<file path="src/rtl/fx2_slave_fifo_writer.sv">
// fx2_slave_fifo_writer
//   Sink stage between the capture CDC FIFO read side and the FX2 slave-FIFO bus,
//   running on the FX2 interface clock. Pops 16-bit words with valid/ready and
//   writes them to the FX2 endpoint while it is not full. Words are counted per
//   USB packet; a partial packet is committed with pktend_o on an idle timeout or
//   on a flush request. In test mode a xorshift stream replaces capture data.
//
// Ports
//   clk_i        FX2 interface clock (IFCLK)
//   reset_i      asynchronous reset, active-high
//   data_i       word from CDC FIFO
//   valid_i      data_i valid
//   ready_o      pop strobe to CDC FIFO (transfer = valid_i && ready_o)
//   fifo_full_i  FX2 endpoint full flag, 1 = no write allowed
//   flush_i      single-cycle request to commit the current packet (ZLP if empty)
//   test_i       1 = emit test pattern instead of data_i (already synchronised)
//   slwr_o       FX2 write strobe, active-high, one cycle per word
//   pktend_o     FX2 packet-end strobe, active-high
//   fd_o         FX2 data bus, holds the last written word
//   pkt_cnt_o    committed-packet count (full + short), wraps at 2^16
//
// States
//   S_DATA   | forward capture words; decide test entry or packet commit
//   S_GAP    | one dead cycle so pktend never follows a write directly
//   S_PKTEND | wait for endpoint space, then strobe pktend_o
//   S_TEST   | write xorshift pattern words
module fx2_slave_fifo_writer #(
  parameter int          PKT_WORDS = 256,
  parameter int          TIMEOUT   = 4096,
  parameter logic [15:0] SEED      = 16'h6c41
) (
  input  logic        clk_i,
  input  logic        reset_i,
  input  logic [15:0] data_i,
  input  logic        valid_i,
  output logic        ready_o,
  input  logic        fifo_full_i,
  input  logic        flush_i,
  input  logic        test_i,
  output logic        slwr_o,
  output logic        pktend_o,
  output logic [15:0] fd_o,
  output logic [15:0] pkt_cnt_o
);

  localparam int WCW = (PKT_WORDS > 1) ? $clog2(PKT_WORDS) : 1;
  localparam int IDW = $clog2(TIMEOUT);
  localparam logic [WCW-1:0] WC_LAST   = WCW'(PKT_WORDS - 1);
  localparam logic [IDW-1:0] IDLE_LOAD = IDW'(TIMEOUT - 1);

  typedef enum logic [1:0] {S_DATA, S_GAP, S_PKTEND, S_TEST} state_t;

  state_t         state, state_nx;
  logic [WCW-1:0] wcnt;
  logic [IDW-1:0] idle_left;
  logic           flush_pend;
  logic [15:0]    rng, rng_nx;
  logic           idle_tc, commit_req;
  logic           wr_data, wr_test, wr, end_pkt, rng_seed;

  function automatic logic [15:0] xs_next(input logic [15:0] s);
    logic [15:0] t;
    t = s ^ (s << 7);
    t = t ^ (t >> 9);
    return t ^ (t << 8);
  endfunction

  // Idle timer counts down from TIMEOUT-1; reaching zero is the same moment an
  // up-counter would hit TIMEOUT-1. It saturates at zero.
  assign idle_tc    = (idle_left == '0);
  assign commit_req = flush_pend || (idle_tc && (wcnt != '0));
  assign rng_nx     = xs_next(rng);

  // Gated with reset so the pop strobe is low while the block is held in reset.
  assign ready_o = !reset_i && (state == S_DATA) && !test_i && !fifo_full_i && !commit_req;

  always_ff @(posedge clk_i or posedge reset_i) begin
    if (reset_i) state <= S_DATA;
    else         state <= state_nx;
  end

  always_comb begin
    state_nx = state;
    wr_data  = 1'b0;
    wr_test  = 1'b0;
    end_pkt  = 1'b0;
    rng_seed = 1'b0;
    unique case (state)
      S_DATA: begin
        if (test_i) begin
          if (wcnt != '0) begin
            state_nx = S_GAP;
          end else begin
            state_nx = S_TEST;
            rng_seed = 1'b1;
          end
        end else if (commit_req) begin
          state_nx = S_GAP;
        end else begin
          wr_data = valid_i && ready_o;
        end
      end
      S_GAP: state_nx = S_PKTEND;
      S_PKTEND: begin
        if (!fifo_full_i) begin
          end_pkt  = 1'b1;
          state_nx = S_DATA;
        end
      end
      S_TEST: begin
        if (!test_i)           state_nx = (wcnt != '0) ? S_GAP : S_DATA;
        else if (!fifo_full_i) wr_test  = 1'b1;
      end
      default: state_nx = S_DATA;
    endcase
  end

  assign wr = wr_data || wr_test;

  always_ff @(posedge clk_i or posedge reset_i) begin
    if (reset_i) begin
      slwr_o     <= 1'b0;
      pktend_o   <= 1'b0;
      fd_o       <= '0;
      pkt_cnt_o  <= '0;
      wcnt       <= '0;
      idle_left  <= IDLE_LOAD;
      flush_pend <= 1'b0;
      rng        <= SEED;
    end else begin
      slwr_o   <= wr;
      pktend_o <= end_pkt;

      if (wr_data)      fd_o <= data_i;
      else if (wr_test) fd_o <= rng_nx;

      if (rng_seed)     rng <= SEED;
      else if (wr_test) rng <= rng_nx;

      // A full packet is committed by the FX2 itself, so only the count moves.
      if (end_pkt)  wcnt <= '0;
      else if (wr)  wcnt <= (wcnt == WC_LAST) ? '0 : wcnt + 1'b1;

      if (end_pkt || (wr && (wcnt == WC_LAST))) pkt_cnt_o <= pkt_cnt_o + 16'd1;

      if (end_pkt || wr || (wcnt == '0)) idle_left <= IDLE_LOAD;
      else if (!idle_tc)                 idle_left <= idle_left - 1'b1;

      // A flush arriving while one is already pending (or being issued) is absorbed.
      if (end_pkt)      flush_pend <= 1'b0;
      else if (flush_i) flush_pend <= 1'b1;
    end
  end

endmodule

</file>
<file path="config.mk">
export PLATFORM = sky130hd
export DESIGN_NAME = fx2_slave_fifo_writer
export DESIGN_NICKNAME = d
export VERILOG_FILES = /design/src/rtl/fx2_slave_fifo_writer.sv
export SDC_FILE = /design/constraint.sdc
export NUM_CORES = 1
export LEC_CHECK = 0
export ABC_AREA = 0
export CAP_MARGIN = 20
export CORE_ASPECT_RATIO = 2
export CORE_MARGIN = 2
export CORE_UTILIZATION = 56
export CTS_BUF_LIST = sky130_fd_sc_hd__clkbuf_4 sky130_fd_sc_hd__clkbuf_8
export DETAILED_ROUTE_END_ITERATION = 7
export PLACE_DENSITY = 0.82
export SLEW_MARGIN = 20
export SYNTH_ARGS = -nofsm -noshare
export SYNTH_HDL_FRONTEND = slang
export SYNTH_SLANG_ARGS = --single-unit
export TNS_END_PERCENT = 5
</file>
<file path="constraint.sdc">
create_clock -name clk_i -period 3 [get_ports clk_i]
set_input_delay 0.3 -clock clk_i [delete_from_list [all_inputs] [get_ports clk_i]]
set_output_delay 0.3 -clock clk_i [all_outputs]
set_load 0.05 [all_outputs]
</file>
# --- Word-level counts from Yosys, hierarchy flattened ---
# Index checks and enable logic that the tools add are counted.
classes:
  n_addsub: 3
  eq_ne: 8
  n_mux: 27
  bitwise_logic: 3
  n_reduce_logical: 25
op_table:
  columns: ["op", "n"]
  rows:
  - ["$mux W16", 3]
  - ["$xor A16 B16 Y16", 2]
  - ["$mux W12", 2]
  - ["$mux W8", 3]
  - ["$add A16 B1 Y16 const B", 1]
  - ["$xor A16 B7 Y16", 1]
  - ["$mux W1", 13]
  - ["$logic_not A12 Y1", 1]
  - ["$sub A12 B1 Y12 const B", 1]
  - ["$mux W2", 5]
  - ["$add A8 B1 Y8 const B", 1]
  - ["$eq A8 B8 Y1 const B", 1]
  - ["$logic_not A8 Y1", 1]
  - ["$pmux W2 S4", 1]
  - ["$reduce_bool A2 Y1", 4]
  - ["$reduce_bool A8 Y1", 1]
  - ["$logic_and A1 B1 Y1", 7]
  - ["$logic_or A1 B1 Y1", 5]
  - ["$eq A2 B2 Y1 const B", 2]
  - ["$logic_not A1 Y1", 4]
  - ["$ne A2 B2 Y1 const B", 2]
  - ["$ne A3 B3 Y1 const B", 1]
  - ["$reduce_and A3 Y1", 1]
  - ["$eq A2 B1 Y1 const B", 1]
  - ["other kinds (2)", 2]
totals:
  register_bits: 73
  inputBits: 22
  output_inout_bits: 35
  word_cells: 75

# --- Depth between registers and ports, before layout ---
depth:
  depth_word: 13
  depth_mapped: 9
  mapped_depth_nobuf: 8

# --- Worst setup path before layout ---
# Ideal clock, no wire load.
synth_path:
  path_type: "reg2reg"
  from: "register idle_left[2]"
  to: "register wcnt[3]"
  setup_time_ps: 126
  arrival_ps: 2134
  required_ps: 2874
  path_slack_ps: 740
  path_stages_with_launch: 7
  path_buffers: 1
  cell_sequence: "dfstp_2 or4_4 or4_1 buf_2 o21ai_4 a2111oi_1 a311o_1"
synth_between:
  elab_chain_len: 11
synth_rtl:
  columns: ["element", "line", "text"]
  rows:
  - ["from (decl)", "55", "logic [IDW-1:0] idle_left;"]
  - ["from (signal assigned)", "147", "else if (!idle_tc) idle_left <= idle_left - 1'b1;"]
  - ["$logic_not A12 Y1 *", "70", "assign idle_tc = (idle_left == '0);"]
  - ["$logic_and A1 B1 Y1 *", "71", "assign commit_req = flush_pend || (idle_tc && (wcnt != '0));"]
  - ["$logic_or A1 B1 Y1 *", "71", null]
  - ["$logic_not A1 Y1", "75", "assign ready_o = !reset_i && (state == S_DATA) && !test_i && !fifo_full_i && !commit_req;"]
  - ["$logic_and A1 B1 Y1", "75", null]
  - ["$logic_and A1 B1 Y1", "100", "wr_data = valid_i && ready_o;"]
  - ["$mux W1 *", "97", "end else if (commit_req) begin"]
  - ["$mux W1 *", "90", "if (test_i) begin"]
  - ["$mux W1 *", "88", "unique case (state)"]
  - ["$logic_or A1 B1 Y1 *", "118", "assign wr = wr_data || wr_test;"]
  - ["$reduce_bool A2 Y1 (no source line) *", null, null]
  - ["to (signal assigned)", "142", "else if (wr) wcnt <= (wcnt == WC_LAST) ? '0 : wcnt + 1'b1;"]
  - ["to (decl)", "54", "logic [WCW-1:0] wcnt;"]
# Every way passes the cells marked *; elsewhere a longest branch is shown, timed or not.
# A chain may end at the register's enable or synchronous reset.

# --- Worst setup path in the final report ---
layout_path:
  from: "register idle_left[6]"
  to: "output port ready_o"
layout_between:
  elab_chain_len: 5
layout_rtl:
  columns: ["element", "line", "text"]
  rows:
  - ["$logic_not A12 Y1", "70", null]
  - ["$logic_and A1 B1 Y1", "71", null]
  - ["$logic_or A1 B1 Y1", "71", null]
  - ["$logic_not A1 Y1", "75", null]
  - ["$logic_and A1 B1 Y1", "75", null]
  - ["to (decl)", "36", "output logic ready_o,"]
# No other way between the ends.

==> impl_metrics.env <==
export IMPL_dr_pass1_iters=4
export IMPL_numCtsBuffers=9
export IMPL_track_usage=0.2297
export IMPL_dp_hpwl_um=5696
export IMPL_finClkSkew_ns=0.01203
export IMPL_overflow=0
export IMPL_synth_area_mux_share=0.01063
export IMPL_cts_htree_levels=3
export IMPL_die_x_um=62.88
export IMPL_crit_path_end_kind="output port"
export IMPL_viasPerCell=5.645
export IMPL_cp_arrival_ns=2.27
export IMPL_grt_max_degree=34
export IMPL_finalMaxSlewViolations=0
export IMPL_postCtsHoldBufs=0
export IMPL_peakVddDrop_mv=0.7382
export IMPL_required_ns=2.70
export IMPL_dieArea_um2=7655
export IMPL_power_total_w=0.004598
export IMPL_drive_gt1_frac=0.1234
export IMPL_core_um2=6833
export IMPL_grt_pass1_wl_um=13950
export IMPL_cts_max_path_buffers=2
export IMPL_yosysTopAreaCell="dfrtp_1"
export IMPL_leakage_nw=1.927
export IMPL_syn_avg_cell_area_um2=9.634
export IMPL_reg2reg_depth=5
export IMPL_cts_sinks=73
export IMPL_ys_seq_elements=73
export IMPL_die_y_um=121.8
export IMPL_cts_clk_slew_worst_paths_ns=0.07
export IMPL_rows=43
export IMPL_cts_tree="done"
export IMPL_final_hold_viol_count=0
export IMPL_synth_compound_area_frac=0.1373
export IMPL_routedWlPerCell_um=14.64
export IMPL_synthArstFlopShare=1.000
export IMPL_outcome="complete, no violations"
export IMPL_postCtsSetupBuffers=0
export IMPL_diodes=0
export IMPL_fin_tns_setup_ns=0
export IMPL_slew_headroom=0.6411
export IMPL_postCtsResizedCells=0
export IMPL_initial_utilization=0.5682
export IMPL_port_buffers=56
export IMPL_crit_path_max_fanout=5
export IMPL_cp_start_kind="flop"
export IMPL_fillers=536
export IMPL_drt_iter0_drc=222
export IMPL_yosysSeqAreaShare=0.4763
export IMPL_critical_path_class="flop to output port"
export IMPL_synth_cells=403
export IMPL_drc=0
export IMPL_synth_top_family_by_area="simple AND/OR/NAND/NOR gates"
export IMPL_synth_top_area_frac=0.3545
export IMPL_synth_edf_count=0
export IMPL_drv_cap=0
export IMPL_fin_crit_ns=2.567
export IMPL_ys_top_cells_by_area="dfrtp_1 35%, dfstp_2 12%, xnor2_1 7.9%, o21ai_0 4.0%, nor2_1 4.0%"
export IMPL_syn2layout_area_growth_pct=22.04
export IMPL_yosysUniqueCellTypes=51
export IMPL_globalplace_congestion=0.8730
export IMPL_synth_ff_type="dfrtp_1"
export IMPL_synth_area_um2=3882
export IMPL_synthAdderAreaFrac=0.01611
export IMPL_worst_slew_pin_slew_ns=0.5308
export IMPL_finalWirelength_um=8079
export IMPL_rsz0062_at_grt="no"
export IMPL_syn_nets=430
export IMPL_vias=3116
export IMPL_synth_warnings=0
export IMPL_yosys_area_share_simple=0.1863
export IMPL_boundaryPins=57
export IMPL_period_share=0.8556
export IMPL_nets=484
export IMPL_clk_latency_ns=0.36
export IMPL_ant_nets=0
export IMPL_setup_violations=0
export IMPL_grt_pass1_vias=2998
export IMPL_synth_xor_area_share=0.1383
export IMPL_p_per_area_nw_per_um2=970.3
export IMPL_antenna_found_initial=0
export IMPL_cts_root_buffer="clkbuf_8"
export IMPL_final_core_util=0.6935
export IMPL_timing_fmax_ghz=0.3896
export IMPL_hp_class="input port to async pin"
==> state kept, by name (all words and copies together), names as in the netlist <==
signal / count
fd_o: 16
flush_pend: 1
idle_left: 12
pkt_cnt_o: 16
pktend_o: 1
rng: 16
slwr_o: 1
state: 2
wcnt: 8
==> cell usage in the layout (no fill, tap or decap), types with 9 or more instances in the layout <==
cell,count
nand2_1,39
dfrtp_1,55
dfstp_2,18
xor2_1,16
clkdlybuf4s50_1,55
clkbuf_8,11
inv_1,10
nand4_1,9
nand3_1,17
o21ai_0,31
nor2_1,41
a21oi_1,19
xnor2_1,35
buf_4,10
==> critical path, cell delays in order (launching register included) <==
cell     delay [ns]
dfstp_2        0.39
or4_1          0.60
nor4_1         0.30
buf_4          0.20
nand2_1        0.07
and3_1         0.17
buf_4          0.18
==> Yosys cell counts, types with 3 or more instances <==
master    number
nand2_1       39
nor2_1        41
o31ai_1        3
nand4_1        9
or4_1          3
nand2b_1       3
buf_2          4
xnor2_1       35
nor3_1         5
o211ai_1       4
dfrtp_1       55
xor2_1        16
xnor3_1        4
mux2i_1        3
a31oi_1        6
dfstp_2       18
ha_1           5
a211oi_1       7
inv_1         11
nand3_1       17
or3_1          4
clkbuf_1      18
nor4_1         5
o21ai_0       31
and3_1         7
a21oi_1       20
nand3b_1       3
==> layout make-up <==
type | count | area, um2 | share of cell area
sequential | 73 | 1849 | 0.3903
inverter | 11 | 41.29 | 0.008714
clock buffer | 16 | 188.9 | 0.03987
tap | 90 | 112.6 | 0.02377
timing repair buffer | 66 | 645.6 | 0.1363
multi-input combinational | 296 | 1901 | 0.4011
==> final timing paths <==
check	start	end	slack, ns
max reg2reg	idle_left[6]$_DFFE_PP1P_	wcnt[3]$_DFFE_PP0P_	0.53
min	reset_i	state[0]$_DFFE_PP0P_	0.35
max	idle_left[6]$_DFFE_PP1P_	ready_o	0.43
max in group asynchronous	reset_i	rng[0]$_DFFE_PP1P_	2.02
min in group clk_i	pkt_cnt_o[15]$_DFFE_PP0P_	pkt_cnt_o[15]$_DFFE_PP0P_	0.49
min reg2reg	pkt_cnt_o[15]$_DFFE_PP0P_	pkt_cnt_o[15]$_DFFE_PP0P_	0.49
==> per-layer routing <==
metal | vias up | global-route usage | part of all wire | wire length, um
met5 | - | 0 | 0 | 0
met4 | 0 | 0.1250 | 0.022 | 178
met3 | 16 | 0.05355 | 0.055 | 445
met2 | 90 | 0.3464 | 0.47 | 3762
met1 | 1491 | 0.3063 | 0.46 | 3692
li1 | 1519 | - | - | -
==> cells by family (layout without fill, tap and decap cells) <==
logic type	count (synthesis)	after routing
flip-flops	73	73
adder cells (fa/ha/maj)	5	5
XOR/XNOR	55	55
multiplexers	4	4
AND/OR/NAND/NOR	147	147
AO/OA/AOI/OAI	85	85
buffers and inverters	34	93
==> through the flow <==
step	std cells	hold WS, ns	area, um2	setup slack (ns)
after global routing	552	0.4045	4738	0.2656
after detailed placement	536	0.4705	4549	0.5588
after CTS	552	0.3457	4738	0.4133
after global placement	536	0.4727	4549	0.5815
after floorplan	403	0.4168	3882	0.7397
final	552	0.3480	4738	0.4333
==> where the power goes <==
group | switching, W | total (W) | internal (W) | leakage [nW]
sequential | 0.000324 | 0.00166 | 0.00133 | 0.901
clock | 0.000333 | 0.000726 | 0.000393 | 0.102
combinational | 0.00128 | 0.00221 | 0.000930 | 0.923
No activity file was read; power rests on OpenSTA's default activity.
